`src/rtl/fetch_stage_if.sv`:
```
// Fetch-stage bus: hazard/redirect controls in, instruction ROM port,
// and the {pc_plus_1, insn, valid} bundle handed to the F/D latch.
interface fetch_stage_if #(
    parameter int ADDR_W = 12
);
    logic              stall;
    logic              redirect_valid;
    logic [31:0]       redirect_pc;
    logic [ADDR_W-1:0] imem_addr;
    logic [31:0]       imem_q;
    logic [31:0]       fd_pc_plus_1;
    logic [31:0]       fd_insn;
    logic              fd_valid;
    logic [31:0]       fetch_count;

    // The fetch stage itself
    modport master (
        input  stall,
        input  redirect_valid,
        input  redirect_pc,
        input  imem_q,
        output imem_addr,
        output fd_pc_plus_1,
        output fd_insn,
        output fd_valid,
        output fetch_count
    );

    // Surroundings: hazard unit, X stage, ROM and F/D latch
    modport slave (
        output stall,
        output redirect_valid,
        output redirect_pc,
        output imem_q,
        input  imem_addr,
        input  fd_pc_plus_1,
        input  fd_insn,
        input  fd_valid,
        input  fetch_count
    );
endinterface

```
`src/rtl/fetch_stage.sv`:
```
// Instruction-fetch stage. Owns the PC, addresses a synchronous ROM with one
// cycle of read latency, and presents the fetched instruction to the F/D latch.
// A stall parks the presented instruction in a one-entry hold buffer so the
// ROM word that keeps arriving behind it is not lost; a redirect from X
// squashes both the hold buffer and the in-flight fetch.
module fetch_stage #(
    parameter int          ADDR_W   = 12,
    parameter logic [31:0] RESET_PC = 32'h0,
    parameter logic [31:0] NOP      = 32'h0
) (
    input  logic          i_clock,
    input  logic          i_reset_n,
    fetch_stage_if.master io_fetch
);

    // Architectural PC: the address being presented to the ROM this cycle
    logic [31:0] r_pc;
    // PC whose ROM word is arriving on imem_q this cycle, and whether it is real
    logic [31:0] r_inflPc;
    logic        r_inflV;
    // One-entry buffer holding the instruction that was stalled at the output
    logic        r_holdV;
    logic [31:0] r_holdPc;
    logic [31:0] r_holdInsn;
    // Instructions consumed by decode since reset
    logic [31:0] r_fetchCount;

    logic        w_rawV;
    logic        w_fdValid;
    logic        w_accept;
    logic        w_advance;
    logic [31:0] w_selPc;
    logic [31:0] w_selInsn;
    logic [31:0] w_pcPlus1;

    // Pick the output source (hold buffer first) and derive the handshake terms
    always_comb begin
        w_selPc   = r_inflPc;
        w_selInsn = io_fetch.imem_q;
        if (r_holdV) begin
            w_selPc   = r_holdPc;
            w_selInsn = r_holdInsn;
        end
        w_rawV    = r_holdV | r_inflV;
        w_fdValid = w_rawV & ~io_fetch.redirect_valid;
        w_accept  = w_fdValid & ~io_fetch.stall;
        // An empty output slot never blocks the PC, even under stall
        w_advance = ~io_fetch.stall | ~w_rawV;
        w_pcPlus1 = w_selPc + 32'd1;
    end

    // Drive the F/D bundle, forcing a clean NOP/0 whenever nothing real is shown
    always_comb begin
        io_fetch.fd_valid     = w_fdValid;
        io_fetch.fd_insn      = NOP;
        io_fetch.fd_pc_plus_1 = 32'd0;
        if (w_fdValid) begin
            io_fetch.fd_insn      = w_selInsn;
            io_fetch.fd_pc_plus_1 = w_pcPlus1;
        end
    end

    assign io_fetch.imem_addr   = r_pc[ADDR_W-1:0];
    assign io_fetch.fetch_count = r_fetchCount;

    // PC, in-flight tracking and hold buffer: redirect beats advance beats stall
    always_ff @(posedge i_clock or negedge i_reset_n) begin
        if (!i_reset_n) begin
            r_pc       <= RESET_PC;
            r_inflPc   <= 32'd0;
            r_inflV    <= 1'b0;
            r_holdV    <= 1'b0;
            r_holdPc   <= 32'd0;
            r_holdInsn <= 32'd0;
        end else if (io_fetch.redirect_valid) begin
            r_pc    <= io_fetch.redirect_pc;
            r_inflV <= 1'b0;
            r_holdV <= 1'b0;
        end else if (w_advance) begin
            r_pc     <= r_pc + 32'd1;
            r_inflPc <= r_pc;
            r_inflV  <= 1'b1;
            r_holdV  <= 1'b0;
        end else begin
            r_inflPc <= r_pc;
            r_inflV  <= 1'b1;
            if (!r_holdV) begin
                r_holdPc   <= r_inflPc;
                r_holdInsn <= io_fetch.imem_q;
                r_holdV    <= 1'b1;
            end
        end
    end

    // Count every instruction actually taken by decode
    always_ff @(posedge i_clock or negedge i_reset_n) begin
        if (!i_reset_n) begin
            r_fetchCount <= 32'd0;
        end else if (w_accept) begin
            r_fetchCount <= r_fetchCount + 32'd1;
        end
    end

endmodule
```
`src/flat_wrapper.sv`:
```
// flat-port wrapper written by rule: the top's interface ports become plain ports
module fetch_stage_flat 
#(
    parameter int          ADDR_W   = 12,
    parameter logic [31:0] RESET_PC = 32'h0,
    parameter logic [31:0] NOP      = 32'h0
)
  (i_clock, i_reset_n, io_fetch_stall, io_fetch_redirect_valid, io_fetch_redirect_pc, io_fetch_imem_q, io_fetch_imem_addr, io_fetch_fd_pc_plus_1, io_fetch_fd_insn, io_fetch_fd_valid, io_fetch_fetch_count);
  fetch_stage_if #(.ADDR_W(ADDR_W)) io_fetch_i ();
  input  logic i_clock;
  input  logic i_reset_n;
  input wire logic [$bits(io_fetch_i.stall)-1:0] io_fetch_stall;
  input wire logic [$bits(io_fetch_i.redirect_valid)-1:0] io_fetch_redirect_valid;
  input wire logic [$bits(io_fetch_i.redirect_pc)-1:0] io_fetch_redirect_pc;
  input wire logic [$bits(io_fetch_i.imem_q)-1:0] io_fetch_imem_q;
  output wire logic [$bits(io_fetch_i.imem_addr)-1:0] io_fetch_imem_addr;
  output wire logic [$bits(io_fetch_i.fd_pc_plus_1)-1:0] io_fetch_fd_pc_plus_1;
  output wire logic [$bits(io_fetch_i.fd_insn)-1:0] io_fetch_fd_insn;
  output wire logic [$bits(io_fetch_i.fd_valid)-1:0] io_fetch_fd_valid;
  output wire logic [$bits(io_fetch_i.fetch_count)-1:0] io_fetch_fetch_count;
  assign io_fetch_i.stall = io_fetch_stall;
  assign io_fetch_i.redirect_valid = io_fetch_redirect_valid;
  assign io_fetch_i.redirect_pc = io_fetch_redirect_pc;
  assign io_fetch_i.imem_q = io_fetch_imem_q;
  assign io_fetch_imem_addr = io_fetch_i.imem_addr;
  assign io_fetch_fd_pc_plus_1 = io_fetch_i.fd_pc_plus_1;
  assign io_fetch_fd_insn = io_fetch_i.fd_insn;
  assign io_fetch_fd_valid = io_fetch_i.fd_valid;
  assign io_fetch_fetch_count = io_fetch_i.fetch_count;
  fetch_stage #(.ADDR_W(ADDR_W), .RESET_PC(RESET_PC), .NOP(NOP)) u_core (.i_clock(i_clock), .i_reset_n(i_reset_n), .io_fetch(io_fetch_i));
endmodule
```
`config.mk`:
```
export PLATFORM = sky130hd
export DESIGN_NAME = fetch_stage_flat
export DESIGN_NICKNAME = d
export VERILOG_FILES = /design/src/rtl/fetch_stage_if.sv /design/src/rtl/fetch_stage.sv /design/src/flat_wrapper.sv
export SDC_FILE = /design/constraint.sdc
export NUM_CORES = 1
export LEC_CHECK = 0
export CAP_MARGIN = 20
export CORE_ASPECT_RATIO = 0.6
export CORE_MARGIN = 2
export CORE_UTILIZATION = 60
export CTS_BUF_LIST = sky130_fd_sc_hd__clkbuf_8
export DETAILED_ROUTE_END_ITERATION = 12
export DONT_BUFFER_PORTS = 1
export PLACE_DENSITY = 0.79
export SYNTH_ARGS = -nofsm -noshare
export SYNTH_HDL_FRONTEND = slang
export SYNTH_SLANG_ARGS = --single-unit
```
`constraint.sdc`:
```
create_clock -name i_clock -period 2.7 [get_ports i_clock]
set_input_delay 0.27 -clock i_clock [delete_from_list [all_inputs] [get_ports i_clock]]
set_output_delay 0.27 -clock i_clock [all_outputs]
set_load 0.02 [all_outputs]
```
==> impl_metrics.py <==
metrics = {
    "floorplan": {
        "rows": 34,
        "die_area_um2": 16200,
        "die-height_um": 99.5,
        "pin_count": 177,
        "coreArea_um2": 14700,
        "die_w_um": 163,
        "start_util_pct": 62.1,
    },
    "setup_path": {
        "rr_worst_depth": 6,
        "r2r_setup_slack_ps": 250,
        "endpoint_kind": "output pin",
        "worstPathRequired_ps": 2430,
        "cp_max_fo": 6,
        "worstSetupPathType": "flop to output pin",
        "critPathLaunchType": "flop",
        "arrival_ps": 2870,
    },
    "clocking": {
        "clockBufferDepth": 2,
        "cts.sinks": 162,
        "cts_tree": "done",
        "clk_pin_slew_ps": 110,
        "cts.htree.levels": 4,
        "cts-root-buf": "clkbuf_8",
        "clkLatencyLatePin_ps": 480,
        "cts_buffers": 17,
    },
    "worst_hold_path": {
        "hp-class": "primary input to async pin",
    },
    "power": {
        "power_frac_seq_pct": 48.9,
        "p_per_area_nw_per_um2": 615,
        "ir_worst_vdd_mv": 0.437,
        "internal-power_mw": 4.48,
        "switching_share_pct": 35.6,
        "power.total_mw": 6.96,
        "clockPowerShare_pct": 27.1,
        "p_sw_mw": 2.47,
        "p_comb_share_pct": 24.0,
        "p_leak_nw": 4.75,
    },
    "sta": {
        "hold_viol": 164,
        "rsz0062_at_grt": "true",
        "finClkSkew_ps": 20.9,
        "max_slew.worst_pin.slew_ps": 610,
        "maxSlewViolCount": 0,
        "timing.slew.headroom_pct": 59.0,
        "setup_viol": 27,
        "finalWorstSetupSlack_ps": -438,
        "fin_crit_ps": 3140,
        "fin_crit_sh_pct": 116,
        "setup-tns-final_ps": -6460,
        "finalHoldWorstSlack_ps": -528,
        "clock.fmax_mhz": 319,
    },
    "yosys": {
        "yosysSeqAreaShare_pct": 44.5,
        "ys_ff_latch": 162,
        "synthXorXnorAreaFrac_pct": 4.52,
        "synth_compound_area_share_pct": 9.07,
        "syn_inst": 907,
        "ys.warnings.count": 0,
        "synth_edf_count": 0,
        "synth_fp_nets": 978,
        "synth_top_family_by_area": "simple AND/OR/NAND/NOR gates",
        "async_flop_share_pct": 100,
        "ys_types": 64,
        "synthAdderAreaFrac_pct": 0.412,
        "syn_avg_cell_area_um2": 10.1,
        "synth_mux_area_share_pct": 18.0,
        "synth-main-ff-cell": "dfrtp_1",
        "synthSimpleGateAreaFrac_pct": 19.5,
        "synth_area_um2": 9120,
    },
    "global_routing": {
        "grt_first_pass_wirelength_um": 41000,
        "met2_usage_pct": 52.4,
        "grt_usage_pct": 32.2,
        "grt_max_degree": 163,
        "use_met1_pct": 41.9,
        "met3_usage_pct": 8.26,
        "gr-total-overflow": 0,
        "antenna_found_initial": 0,
        "grt_pass1_vias": 7990,
        "busiest_layer": "met2",
    },
    "detailed_routing": {
        "vias_per_cell": 6.45,
        "vias": 7929,
        "dr.pass1.iters": 5,
        "post_drt_wl_per_cell_um": 21.8,
        "totalWireLength_um": 26900,
        "drt_iter0_markers": 769,
        "final_antenna_net_count": 0,
        "drc": 0,
    },
    "status": {
        "violations": "hold timing, setup timing",
        "status": "finished with violations",
    },
    "cells_and_area": {
        "insertedDiodeCount": 0,
        "final_common_cell": "dfrtp_1",
        "final_util_pct": 77.1,
        "area_growth_pct": 24.1,
        "final_nets": 1090,
        "final_cell_area_um2": 11300,
        "fin_cells": 1230,
        "mostFrequentLayoutCells": "dfrtp_1 (161), mux2_2 (86), nand2_1 (85)",
        "drive_gt1_share_pct": 27.1,
    },
    "place": {
        "routabilityCongestion": 0.942,
        "place_ws_ps": 85.9,
        "placed_cells": 1111,
        "hpwlAfterDp_um": 15700,
        "port_buffers": 0,
        "postPlaceCellArea_um2": 9680,
    },
    "flow_run": {
        "max_cap_viol_count": 0,
    },
}
power groups by stage:
stage          Sequential [mW]  Clock [mW]  Combinational (mW)
2_1_floorplan             3.24           0                1.15
3_3_place_gp              3.38           0                1.35
3_5_place_dp              3.40           0                1.39
4_1_cts                   3.36        1.86                1.58
5_1_grt                   3.45        2.01                1.79
6_report                  3.40        1.88                1.67
state kept, by name (all words and copies together), names as in the netlist:
name and cells:
u_core.io_fetch.fetch_count 32, u_core.r_inflV 1, u_core.r_inflPc 32, u_core.r_holdPc 32, u_core.r_pc 32, u_core.r_holdInsn 32
u_core.r_holdV 1
cell families (layout without fill, tap and decap cells):
| family | after synthesis | in the layout |
|---|---|---|
| compound gates | 122 | 122 |
| xor+xnor | 47 | 47 |
| fa+ha+maj | 3 | 3 |
| buf+inv | 74 | 199 |
| flops | 162 | 162 |
| mux | 153 | 153 |
| simple gates | 346 | 346 |
cell usage after synthesis (8+ instances only):
cell,number,area (um2)
nand2_1,89,334
o21ai_0,32,160
nor3_1,24,120
xor2_1,14,123
buf_1,10,37.5
buf_4,19,143
and2_1,11,68.8
buf_2,10,50.1
a21o_1,8,60.1
o31ai_1,11,82.6
a21oi_1,22,110
nor2b_1,9,56.3
dfrtp_1,162,4050
and4_1,8,70.1
nand3_1,35,175
nor4_1,16,100
mux2_2,89,1000
nand4_1,25,156
nand3b_1,8,60.1
xnor2_1,33,289
inv_1,13,48.8
and3_1,8,50.1
mux2i_1,64,641
clkbuf_1,21,78.8
nor2_1,79,297
final timing paths:
path                                          start                         endpoint
max                                  u_core.r_holdV        io_fetch_fd_pc_plus_1[26]
min                                       i_reset_n                   u_core.r_pc[7]
max reg2reg                          u_core.r_pc[0]                  u_core.r_pc[18]
min reg2reg                   u_core.r_holdInsn[26]            u_core.r_holdInsn[26]
max in group asynchronous                 i_reset_n  u_core.io_fetch.fetch_count[28]
min in group i_clock       io_fetch_redirect_pc[29]                  u_core.r_pc[29]
layout make-up:
| class | count | area [um2] |
|---|---|---|
| multi-input cells | 671 | 5110 |
| flip-flops and latches | 162 | 4060 |
| fillers | 936 | 3360 |
| repair buffers | 154 | 1460 |
| clock buffers | 19 | 262 |
| well taps | 198 | 248 |
| clock inverters | 13 | 139 |
| inverters | 13 | 48.8 |
metal layers:
layer	part of all wire, %	routed length [um]
met1	40	10800
met2	48	12800
met3	9.3	2500
met4	2.7	734
met5	0	0
timing repair:
| item | 4_1_cts | 5_1_grt |
|---|---|---|
| hold endpoints to repair | 247 | 163 |
| hold buffers | 55 | 1 |
| setup endpoints to repair | 27 | 29 |
| pin swaps | 27 | 14 |
| buffers inserted | 25 | 5 |
| gates resized for setup | 50 | 29 |
| gates cloned | 2 | 0 |
worst max-delay path, cell delays in order, from the launching register on:
cell and delay, ps:
dfrtp_4 540, buf_6 160, mux2_4 220, ha_4 160, nand4b_1 150, nand2_2 140
nand4_1 140, buf_6 180, buf_4 150, nor4_4 270, nor3_2 100, buf_4 180
(Power assumes the default switching activity.)
